**config.mk**
```make
export PLATFORM = sky130hd
export DESIGN_NAME = spi_command_queue
export DESIGN_NICKNAME = d
export VERILOG_FILES = /design/src/rtl/spi_command_queue.sv
export SDC_FILE = /design/constraint.sdc
export NUM_CORES = 1
export LEC_CHECK = 0
export ABC_AREA = 1
export CORE_MARGIN = 2
export CORE_UTILIZATION = 50
export CTS_BUF_LIST = sky130_fd_sc_hd__clkbuf_4 sky130_fd_sc_hd__clkbuf_8
export DETAILED_ROUTE_END_ITERATION = 16
export HOLD_SLACK_MARGIN = 0.12
export PLACE_DENSITY = 0.81
export SYNTH_ARGS = -nofsm -noshare
export SYNTH_HDL_FRONTEND = slang
export SYNTH_SLANG_ARGS = --single-unit
```
**constraint.sdc**
```tcl
create_clock -name clk -period 3.6 [get_ports clk]
set_input_delay 0.72 -clock clk [delete_from_list [all_inputs] [get_ports clk]]
set_output_delay 0.72 -clock clk [all_outputs]
set_load 0.01 [all_outputs]
```
**src/rtl/spi_command_queue.sv**
```systemverilog
// SPI command queue: buffers command frames for a downstream SPI master, sequences
// one transfer at a time and queues the read-back words for the host.
module spi_command_queue #(
    parameter int unsigned CMD_DEPTH    = 8,
    parameter int unsigned RSP_DEPTH    = 4,
    parameter int unsigned BUSY_TIMEOUT = 7,
    localparam int unsigned CmdLvlW     = $clog2(CMD_DEPTH) + 1,
    localparam int unsigned RspLvlW     = $clog2(RSP_DEPTH) + 1
) (
    input  logic               clk,
    input  logic               reset,
    // Command push
    input  logic [31:0]        cmd_data,
    input  logic [5:0]         cmd_write_bits,
    input  logic [5:0]         cmd_read_bits,
    input  logic               cmd_valid,
    output logic               cmd_ready,
    // Response pop
    output logic [31:0]        rsp_data,
    output logic               rsp_valid,
    input  logic               rsp_ready,
    // Downstream SPI master
    output logic [31:0]        spi_data_out,
    output logic [5:0]         spi_write_bits,
    output logic [5:0]         spi_read_bits,
    output logic               spi_request,
    input  logic               spi_busy,
    input  logic [31:0]        spi_data_in,
    // Status
    output logic [CmdLvlW-1:0] cmd_level,
    output logic [RspLvlW-1:0] rsp_level,
    output logic               err_cmd,
    output logic               err_timeout
);

    localparam int unsigned CmdPtrW = $clog2(CMD_DEPTH);
    localparam int unsigned RspPtrW = $clog2(RSP_DEPTH);
    localparam int unsigned CmdW    = 44;  // {data[31:0], write_bits[5:0], read_bits[5:0]}
    localparam int unsigned TmoW    = $clog2(BUSY_TIMEOUT + 1);

    localparam logic [CmdLvlW-1:0] CmdFull = CmdLvlW'(CMD_DEPTH);
    localparam logic [RspLvlW-1:0] RspFull = RspLvlW'(RSP_DEPTH);
    localparam logic [TmoW-1:0]    TmoLast = TmoW'(BUSY_TIMEOUT - 1);

    localparam logic [2:0] StIdle     = 3'd0;
    localparam logic [2:0] StIssue    = 3'd1;
    localparam logic [2:0] StWaitBusy = 3'd2;
    localparam logic [2:0] StWaitDone = 3'd3;
    localparam logic [2:0] StCapture  = 3'd4;

    // ------------------------------------------------------------------
    // Command FIFO
    // ------------------------------------------------------------------
    logic [CmdW-1:0]    cmd_mem_q [CMD_DEPTH];
    logic [CmdPtrW-1:0] cmd_wr_ptr_q, cmd_wr_ptr_d;
    logic [CmdPtrW-1:0] cmd_rd_ptr_q, cmd_rd_ptr_d;
    logic [CmdLvlW-1:0] cmd_level_q, cmd_level_d;
    logic [6:0]         cmd_bit_sum;
    logic               cmd_legal;
    logic               cmd_accept;
    logic               cmd_push;
    logic               cmd_pop;
    logic [CmdW-1:0]    cmd_head;
    logic [5:0]         head_read_bits;

    // 7-bit sum so that 63+63 cannot wrap back into the legal range.
    assign cmd_bit_sum    = {1'b0, cmd_write_bits} + {1'b0, cmd_read_bits};
    assign cmd_legal      = (cmd_bit_sum != 7'd0) && (cmd_bit_sum <= 7'd32);
    assign cmd_ready      = (cmd_level_q < CmdFull);
    assign cmd_accept     = cmd_valid && cmd_ready;
    // Illegal frames are still handshaked so the host never stalls on them.
    assign cmd_push       = cmd_accept && cmd_legal;
    assign cmd_head       = cmd_mem_q[cmd_rd_ptr_q];
    assign head_read_bits = cmd_head[5:0];

    // Command FIFO pointer and occupancy update
    always_comb begin
        cmd_wr_ptr_d = cmd_wr_ptr_q;
        cmd_rd_ptr_d = cmd_rd_ptr_q;
        cmd_level_d  = cmd_level_q;
        if (cmd_push) begin
            cmd_wr_ptr_d = cmd_wr_ptr_q + CmdPtrW'(1);
        end
        if (cmd_pop) begin
            cmd_rd_ptr_d = cmd_rd_ptr_q + CmdPtrW'(1);
        end
        case ({cmd_push, cmd_pop})
            2'b10:   cmd_level_d = cmd_level_q + CmdLvlW'(1);
            2'b01:   cmd_level_d = cmd_level_q - CmdLvlW'(1);
            default: cmd_level_d = cmd_level_q;
        endcase
    end

    // Command storage write
    always_ff @(posedge clk) begin
        if (cmd_push) begin
            cmd_mem_q[cmd_wr_ptr_q] <= {cmd_data, cmd_write_bits, cmd_read_bits};
        end
    end

    // ------------------------------------------------------------------
    // Response FIFO
    // ------------------------------------------------------------------
    logic [31:0]        rsp_mem_q [RSP_DEPTH];
    logic [RspPtrW-1:0] rsp_wr_ptr_q, rsp_wr_ptr_d;
    logic [RspPtrW-1:0] rsp_rd_ptr_q, rsp_rd_ptr_d;
    logic [RspLvlW-1:0] rsp_level_q, rsp_level_d;
    logic               rsp_push;
    logic               rsp_pop;

    assign rsp_valid = (rsp_level_q != '0);
    assign rsp_pop   = rsp_valid && rsp_ready;
    assign rsp_data  = rsp_mem_q[rsp_rd_ptr_q];

    // Response FIFO pointer and occupancy update
    always_comb begin
        rsp_wr_ptr_d = rsp_wr_ptr_q;
        rsp_rd_ptr_d = rsp_rd_ptr_q;
        rsp_level_d  = rsp_level_q;
        if (rsp_push) begin
            rsp_wr_ptr_d = rsp_wr_ptr_q + RspPtrW'(1);
        end
        if (rsp_pop) begin
            rsp_rd_ptr_d = rsp_rd_ptr_q + RspPtrW'(1);
        end
        case ({rsp_push, rsp_pop})
            2'b10:   rsp_level_d = rsp_level_q + RspLvlW'(1);
            2'b01:   rsp_level_d = rsp_level_q - RspLvlW'(1);
            default: rsp_level_d = rsp_level_q;
        endcase
    end

    // Response storage write
    always_ff @(posedge clk) begin
        if (rsp_push) begin
            rsp_mem_q[rsp_wr_ptr_q] <= spi_data_in;
        end
    end

    // ------------------------------------------------------------------
    // Transfer sequencer
    // ------------------------------------------------------------------
    logic [2:0]      state_q, state_d;
    logic [TmoW-1:0] tmo_cnt_q, tmo_cnt_d;
    logic            spi_request_q, spi_request_d;
    logic [31:0]     spi_data_out_q, spi_data_out_d;
    logic [5:0]      spi_write_bits_q, spi_write_bits_d;
    logic [5:0]      spi_read_bits_q, spi_read_bits_d;
    logic            err_cmd_q, err_cmd_d;
    logic            err_timeout_q, err_timeout_d;
    logic            can_issue;

    // A read is only started when its response is guaranteed a slot.
    assign can_issue = (cmd_level_q != '0) && !spi_busy &&
                       ((head_read_bits == 6'd0) || (rsp_level_q < RspFull));

    assign cmd_pop  = (state_q == StIssue);
    assign rsp_push = (state_q == StCapture);

    // Sequencer next state, frame registers and sticky error flags
    always_comb begin
        state_d          = state_q;
        tmo_cnt_d        = tmo_cnt_q;
        spi_request_d    = 1'b0;
        spi_data_out_d   = spi_data_out_q;
        spi_write_bits_d = spi_write_bits_q;
        spi_read_bits_d  = spi_read_bits_q;
        err_cmd_d        = err_cmd_q | (cmd_accept && !cmd_legal);
        err_timeout_d    = err_timeout_q;

        case (state_q)
            StIdle: begin
                if (can_issue) begin
                    // Frame and request are loaded on entry so they are already
                    // on the pins for the whole ISSUE cycle, when the head pops.
                    state_d          = StIssue;
                    spi_request_d    = 1'b1;
                    spi_data_out_d   = cmd_head[43:12];
                    spi_write_bits_d = cmd_head[11:6];
                    spi_read_bits_d  = cmd_head[5:0];
                end
            end
            StIssue: begin
                state_d   = StWaitBusy;
                tmo_cnt_d = '0;
            end
            StWaitBusy: begin
                if (spi_busy) begin
                    state_d = StWaitDone;
                end else if (tmo_cnt_q == TmoLast) begin
                    err_timeout_d = 1'b1;
                    state_d       = StIdle;
                end else begin
                    tmo_cnt_d = tmo_cnt_q + TmoW'(1);
                end
            end
            StWaitDone: begin
                if (!spi_busy) begin
                    state_d = (spi_read_bits_q != 6'd0) ? StCapture : StIdle;
                end
            end
            StCapture: begin
                state_d = StIdle;
            end
            default: begin
                state_d = StIdle;
            end
        endcase
    end

    // All control state, with asynchronous reset
    always_ff @(posedge clk or posedge reset) begin
        if (reset) begin
            cmd_wr_ptr_q     <= '0;
            cmd_rd_ptr_q     <= '0;
            cmd_level_q      <= '0;
            rsp_wr_ptr_q     <= '0;
            rsp_rd_ptr_q     <= '0;
            rsp_level_q      <= '0;
            state_q          <= StIdle;
            tmo_cnt_q        <= '0;
            spi_request_q    <= 1'b0;
            spi_data_out_q   <= '0;
            spi_write_bits_q <= '0;
            spi_read_bits_q  <= '0;
            err_cmd_q        <= 1'b0;
            err_timeout_q    <= 1'b0;
        end else begin
            cmd_wr_ptr_q     <= cmd_wr_ptr_d;
            cmd_rd_ptr_q     <= cmd_rd_ptr_d;
            cmd_level_q      <= cmd_level_d;
            rsp_wr_ptr_q     <= rsp_wr_ptr_d;
            rsp_rd_ptr_q     <= rsp_rd_ptr_d;
            rsp_level_q      <= rsp_level_d;
            state_q          <= state_d;
            tmo_cnt_q        <= tmo_cnt_d;
            spi_request_q    <= spi_request_d;
            spi_data_out_q   <= spi_data_out_d;
            spi_write_bits_q <= spi_write_bits_d;
            spi_read_bits_q  <= spi_read_bits_d;
            err_cmd_q        <= err_cmd_d;
            err_timeout_q    <= err_timeout_d;
        end
    end

    assign spi_request    = spi_request_q;
    assign spi_data_out   = spi_data_out_q;
    assign spi_write_bits = spi_write_bits_q;
    assign spi_read_bits  = spi_read_bits_q;
    assign cmd_level      = cmd_level_q;
    assign rsp_level      = rsp_level_q;
    assign err_cmd        = err_cmd_q;
    assign err_timeout    = err_timeout_q;

endmodule

```
# [Word-level counts from Yosys, hierarchy flattened]
# Memories as Yosys holds them, arrays and structs flattened.
# Cells that the tools add are included.
[classes] n_addsub=10 magnitude_cmp=3 n_eq_ne=14 mux=17 bitwise=2 n_reduce_logical=23
[ops] cell="two-way mux 3 bit" n=7
[ops] cell="adder 3 x 1 -> 3 bit (second input constant)" n=4
[ops] cell="case mux 3 bit (2 select lines)" n=2
[ops] cell="case mux 3 bit (4 select lines)" n=1
[ops] cell="AND reduction 3 bit" n=3
[ops] cell="!= test 2 bit (second input constant)" n=4
[ops] cell="case mux 4 bit (2 select lines)" n=1
[ops] cell="adder 6 x 6 -> 7 bit" n=1
[ops] cell="<= comparator 7 x 6 -> 1 bit (second input constant)" n=1
[ops] cell="logical AND 1 bit" n=7
[ops] cell="nonzero test 7 bit" n=1
[ops] cell="equality test 3 x 2 -> 1 bit (second input constant)" n=2
[ops] cell="equality test 3 bit (second input constant)" n=2
[ops] cell="zero test 6 bit" n=1
[ops] cell="two-way mux 1 bit" n=6
[ops] cell="nonzero test 2 bit" n=3
[ops] cell="nonzero test 6 bit" n=1
[ops] cell="adder 2 x 1 -> 2 bit (second input constant)" n=2
[ops] cell="adder 4 x 1 -> 4 bit (second input constant)" n=1
[ops] cell="equality test 2 x 1 -> 1 bit (second input constant)" n=2
[ops] cell="equality test 2 bit (second input constant)" n=2
[ops] cell="< comparator 4 bit (second input constant)" n=1
[ops] cell="nonzero test 4 bit" n=1
[ops] cell="subtractor 4 x 1 -> 4 bit (second input constant)" n=1
[ops] cell="other kinds (11)" n=12
[totals] reg_bits=70 ram_bits=480 inputBits=81 output_inout_bits=88 wordCells=85 n_memories=2
[mem_list] name="cmd_mem_q" depth=8 width=44 read_ports=1 rd_clocked_by_memory_dff=0 wr=1 line_no="54" text="logic [CmdW-1:0] cmd_mem_q [CMD_DEPTH];"
[mem_list] name="rsp_mem_q" depth=4 width=32 read_ports=1 rd_clocked_by_memory_dff=0 wr=1 line_no="104" text="logic [31:0] rsp_mem_q [RSP_DEPTH];"

# [Logic depth before layout (Yosys ltp)]
[depth] word_depth=6 ltp_mapped=17 ltp_nobuf=17

# [Least setup slack after synthesis]
# Ideal clock, no wire load.
[synth_path] kind="in2reg" from="input cmd_write_bits[0]" to="memory cmd_mem_q[0][0], enable pin" setup_ps=446 t_arrival_ps=4032 slack_ps=-877 cell_stages=10 cell_sequence="ha_1 fa_1 xor2_1 nor3_1 nand2_1 nor2_1 nand2_1 nand2_1 nand4_1 nor2_1"
[synth_via] elab_chain_cells=6 word_cells_on_any_way=7 cone_classes="add/sub (1); order compare (1); mux (2); reduce/logical (3)"
[synth_lines] item="start: declaration" line_no="14" text="input logic [5:0] cmd_write_bits,"
[synth_lines] item="adder 6 x 6 -> 7 bit *" line_no="67" text="assign cmd_bit_sum = {1'b0, cmd_write_bits} + {1'b0, cmd_read_bits};"
[synth_lines] item="<= comparator 7 x 6 -> 1 bit / nonzero test 7 bit (equally long branches)" line_no="68" text="assign cmd_legal = (cmd_bit_sum != 7'd0) && (cmd_bit_sum <= 7'd32);"
[synth_lines] item="logical AND 1 bit *" line_no="68"
[synth_lines] item="logical AND 1 bit *" line_no="72" text="assign cmd_push = cmd_accept && cmd_legal;"
[synth_lines] item="two-way mux 1 bit *" line_no="96" text="if (cmd_push) begin"
[synth_lines] item="two-way mux 1 bit (not written as such) *" line_no="97" text="cmd_mem_q[cmd_wr_ptr_q] <= {cmd_data, cmd_write_bits, cmd_read_bits};"
[synth_lines] item="end: declaration" line_no="54"
# Mark *: on every way between the ends. The rest lies on a longest branch, timed or not.

# [Worst setup path after layout]
[layout_path] from="input cmd_write_bits[0]" to="register cmd_level_q[2], in the netlist cmd_level[2]"
[layout_via] elab_chain_cells=6 word_cells_on_any_way=9 cone_classes="add/sub (1); order compare (1); eq/ne (2); mux (1); reduce/logical (4)"
[layout_lines] item="adder 6 x 6 -> 7 bit *" line_no="67"
[layout_lines] item="<= comparator 7 x 6 -> 1 bit / nonzero test 7 bit (equally long branches)" line_no="68"
[layout_lines] item="logical AND 1 bit *" line_no="68"
[layout_lines] item="logical AND 1 bit *" line_no="72"
[layout_lines] item="equality test 2 x 1 -> 1 bit / equality test 2 bit (equally long branches)" line_no="87" text="case ({cmd_push, cmd_pop})"
[layout_lines] item="case mux 4 bit (2 select lines) / nonzero test 2 bit (equally long branches)"
[layout_lines] item="end signal: assignment" line_no="231" text="cmd_level_q <= cmd_level_d;"
[layout_lines] item="end: declaration" line_no="57" text="logic [CmdLvlW-1:0] cmd_level_q, cmd_level_d;"
# Marks and branches as above.
# A chain may end at the register's enable or synchronous reset.

==> impl_results.md <==
- Highest routed layer: met5
- Via count: 13990
- Synth area leaders: edfxtp_1, dfrtp_1, o21ai_0, nor2_1, nand2_1
- Synthesis Warnings: 0
- Worst-Skew Late Latency: 640 ps
- Area grow syn2layout: 20.7%
- Post-Synthesis Cells: 1622
- Antenna violations before repair: 5
- Maxcap violations: 0
- Max_slew headroom: 0.328
- Post_cts resized: 0
- Async set-or-reset flop fraction in the synthesized netlist: 0.127
- Final hold vios: 0
- Critical Path RT: 4150 ps
- Clock-pin slew on the worst setup and hold paths: 60 ps
- CTS Root Buffer Type: clkbuf_8
- Gpl congestion: 0.801
- First-pass iteration count of the detailed router: 5
- CP cell instances: clkdlybuf4s50_1 -> ha_1 -> fa_1 -> xor2_1 -> nor3_1 -> nand2_1 -> nor2_1 -> nand2_1 -> nand2_1 -> nand3_1 -> ha_1 -> xor2_1 -> ha_1 -> a21oi_1 -> or2_2 -> a31oi_1
- First-pass GRT wire length: 75300 µm
- Core region area: 42100 µm²
- Top-area cell type share of the netlist area: 0.672
- Fillers: 2982
- Initial Util: 0.509
- Die area: 44500 µm²
- Setup bufs post-CTS: 0
- Setup violators final: 0
- Total GRT Usage: 0.219
- Met3 WL: 4420 µm
- WL met2: 24200 µm
- Yosys reg bits: 550
- Die Span Y: 211 µm
- Share of post-route cells with drive strength above 1: 0.123
- Vias per cell: 5.71
- Leading area contributor after synthesis: edfxtp_1
- P_leak: 9.09 nW
- Count leader, synth: edfxtp_1
- Final period util: 0.936
- Remaining DRCs: 0
- Max frequency: 297 MHz
- Cell Pwr Density: 747 nW/µm²
- Total Wirelength: 48800 µm
- Number of cell rows: 75
- Drt initial violations: 1351
- Final worst path period need: 3370 ps
- Critical Path Start Type: input pin
- Post-route cell area: 25900 µm²
- Synthesized area per cell: 13.2 µm²
- Tot Pwr: 19.3 mW
- M1 WL: 19200 µm
- Seq/Total Area, Yosys: 0.754
- Mapped cell area: 21400 µm²
- Pin count of the biggest net entering global routing: 113
- CTS H-tree lvls: 3
- Top_reg_cell synth: edfxtp_1
- EDFF count, synth: 480
- IO Port Bufs: 168
- RSZ-0062 raised after global routing: false
- Horiz. Die Dim: 211 µm
- Post-synth top cells: edfxtp_1, o21ai_0, nor2_1, nand2_1
- Setup crit end kind: flip-flop
- Clock Skew: 29.3 ps
- Worst EP arrival: 3920 ps
- Clk sinks: 550
- # hold bufs at CTS: 0
- WL/cell: 19.9 µm
- Crit Path Max Fanout: 5
- Final ANT Viol Nets: 0
- Gr ovfl total: 0
- Placed Area: 24200 µm²
- CTS tree: yes
- Worst slew pin tran: 1010 ps
- Nets@finish: 1948
- Hold crit path type: reg2reg
- Setup TNS: 0 ps
- CTS buffer count: 86
- Yosys cell types: 34
- DP Wirelength: 29000 µm
- CP max stage cell: clkdlybuf4s50_1
- Io pins: 169
- Syn Nets: 1723
- Outcome: finished, final reports clean
- Clock Tree Buf Depth: 3
- Crit path kind: in2reg
- Slowest stage delay, CP: 440 ps
- Number of global-route vias before repair: 13803
- Max-slew violations: 0
- Peak VDD IR: 513 µV
[where the power goes]
group          switching, mW  internal [mW]  total [mW]
clock                   2.32           2.82        5.14
combinational           3.91           2.45        6.36
sequential             0.344           7.48        7.83
[layout by cell type, fill, tap and decap left out, types with 28 or more instances in the layout]
master / n
buf_4: 44
clkbuf_4: 38
clkbuf_8: 92
clkdlybuf4s50_1: 168
dfrtp_1: 67
edfxtp_1: 480
inv_1: 56
nand2_1: 140
nand3_1: 28
nor2_1: 245
o21ai_0: 272
o21ai_1: 35
o221ai_1: 38
o22ai_1: 70
[final cells by class]
type / count / area [µm²] / share of cell area
Multi-Input combinational cell: 916 / 4680 / 0.181
Clock buffer: 130 / 1550 / 0.0600
Sequential cell: 550 / 16200 / 0.625
Antenna cell: 1 / 2.50 / 0.0000967
Timing Repair Buffer: 232 / 2410 / 0.0933
Clock inverter: 23 / 143 / 0.00551
Tap cell: 539 / 674 / 0.0261
Inverter: 61 / 238 / 0.00919
[cell families after synthesis]
kind of cell | Yosys count | share of synthesized area
xor gates and xnor gates | 17 | 0.00695
and+or+nand+nor | 441 | 0.0807
buffers and inverters | 156 | 0.0313
adders and majority gates | 20 | 0.0124
AOI/OAI and AO/OA | 438 | 0.115
DFF | 550 | 0.754
[flip-flops by register name (all words and copies together) (netlist names)]
signal / cells
rsp_level: 3
spi_data_out: 32
tmo_cnt_q: 3
cmd_mem_q: 352
rsp_rd_ptr_q: 2
cmd_wr_ptr_q: 3
err_timeout: 1
spi_write_bits: 6
cmd_level: 4
err_cmd: 1
state_q: 3
rsp_mem_q: 128
spi_request: 1
rsp_wr_ptr_q: 2
spi_read_bits: 6
cmd_rd_ptr_q: 3
[per-layer routing]
metal / vias up / track usage
met5: - / 0
met4: 8 / 0.0658
met3: 102 / 0.0549
met2: 617 / 0.365
met1: 6871 / 0.284
li1: 6392 / -
[path summary, 6_finish.rpt]
check,startpoint,end,slack [ps],cells after the start
max,cmd_write_bits[0],cmd_level[2],230,16
min,tmo_cnt_q[2],tmo_cnt_q[2],470,1
max reg2reg,cmd_rd_ptr_q[0],spi_data_out[26],590,13
min reg2reg,tmo_cnt_q[2],tmo_cnt_q[2],470,1
max in group asynchronous,reset,cmd_rd_ptr_q[0],2170,2
min in group asynchronous,reset,rsp_rd_ptr_q[1],670,2
[worst max-delay path: cells and delay by family]
kind                     cells  cell delay [ps]
AO/OA/AOI/OAI                2              210
XOR/XNOR                     2              380
adder cells (fa/ha/maj)      4             1160
buffers and inverters        1              440
AND/OR/NAND/NOR              7             1010
[per-stage QoR]
stage                     hold WS (ps)   util  setup slack, ps  instances
after floorplan                    434      -             -227       1622
after global placement             457  0.574             -227       2298
after detailed placement           461  0.574             -377       2298
after CTS                          471  0.614             49.0       2451
after global routing               483  0.614             78.9       2451
final                              468  0.614              229       2452
(Power assumes the default switching activity.)
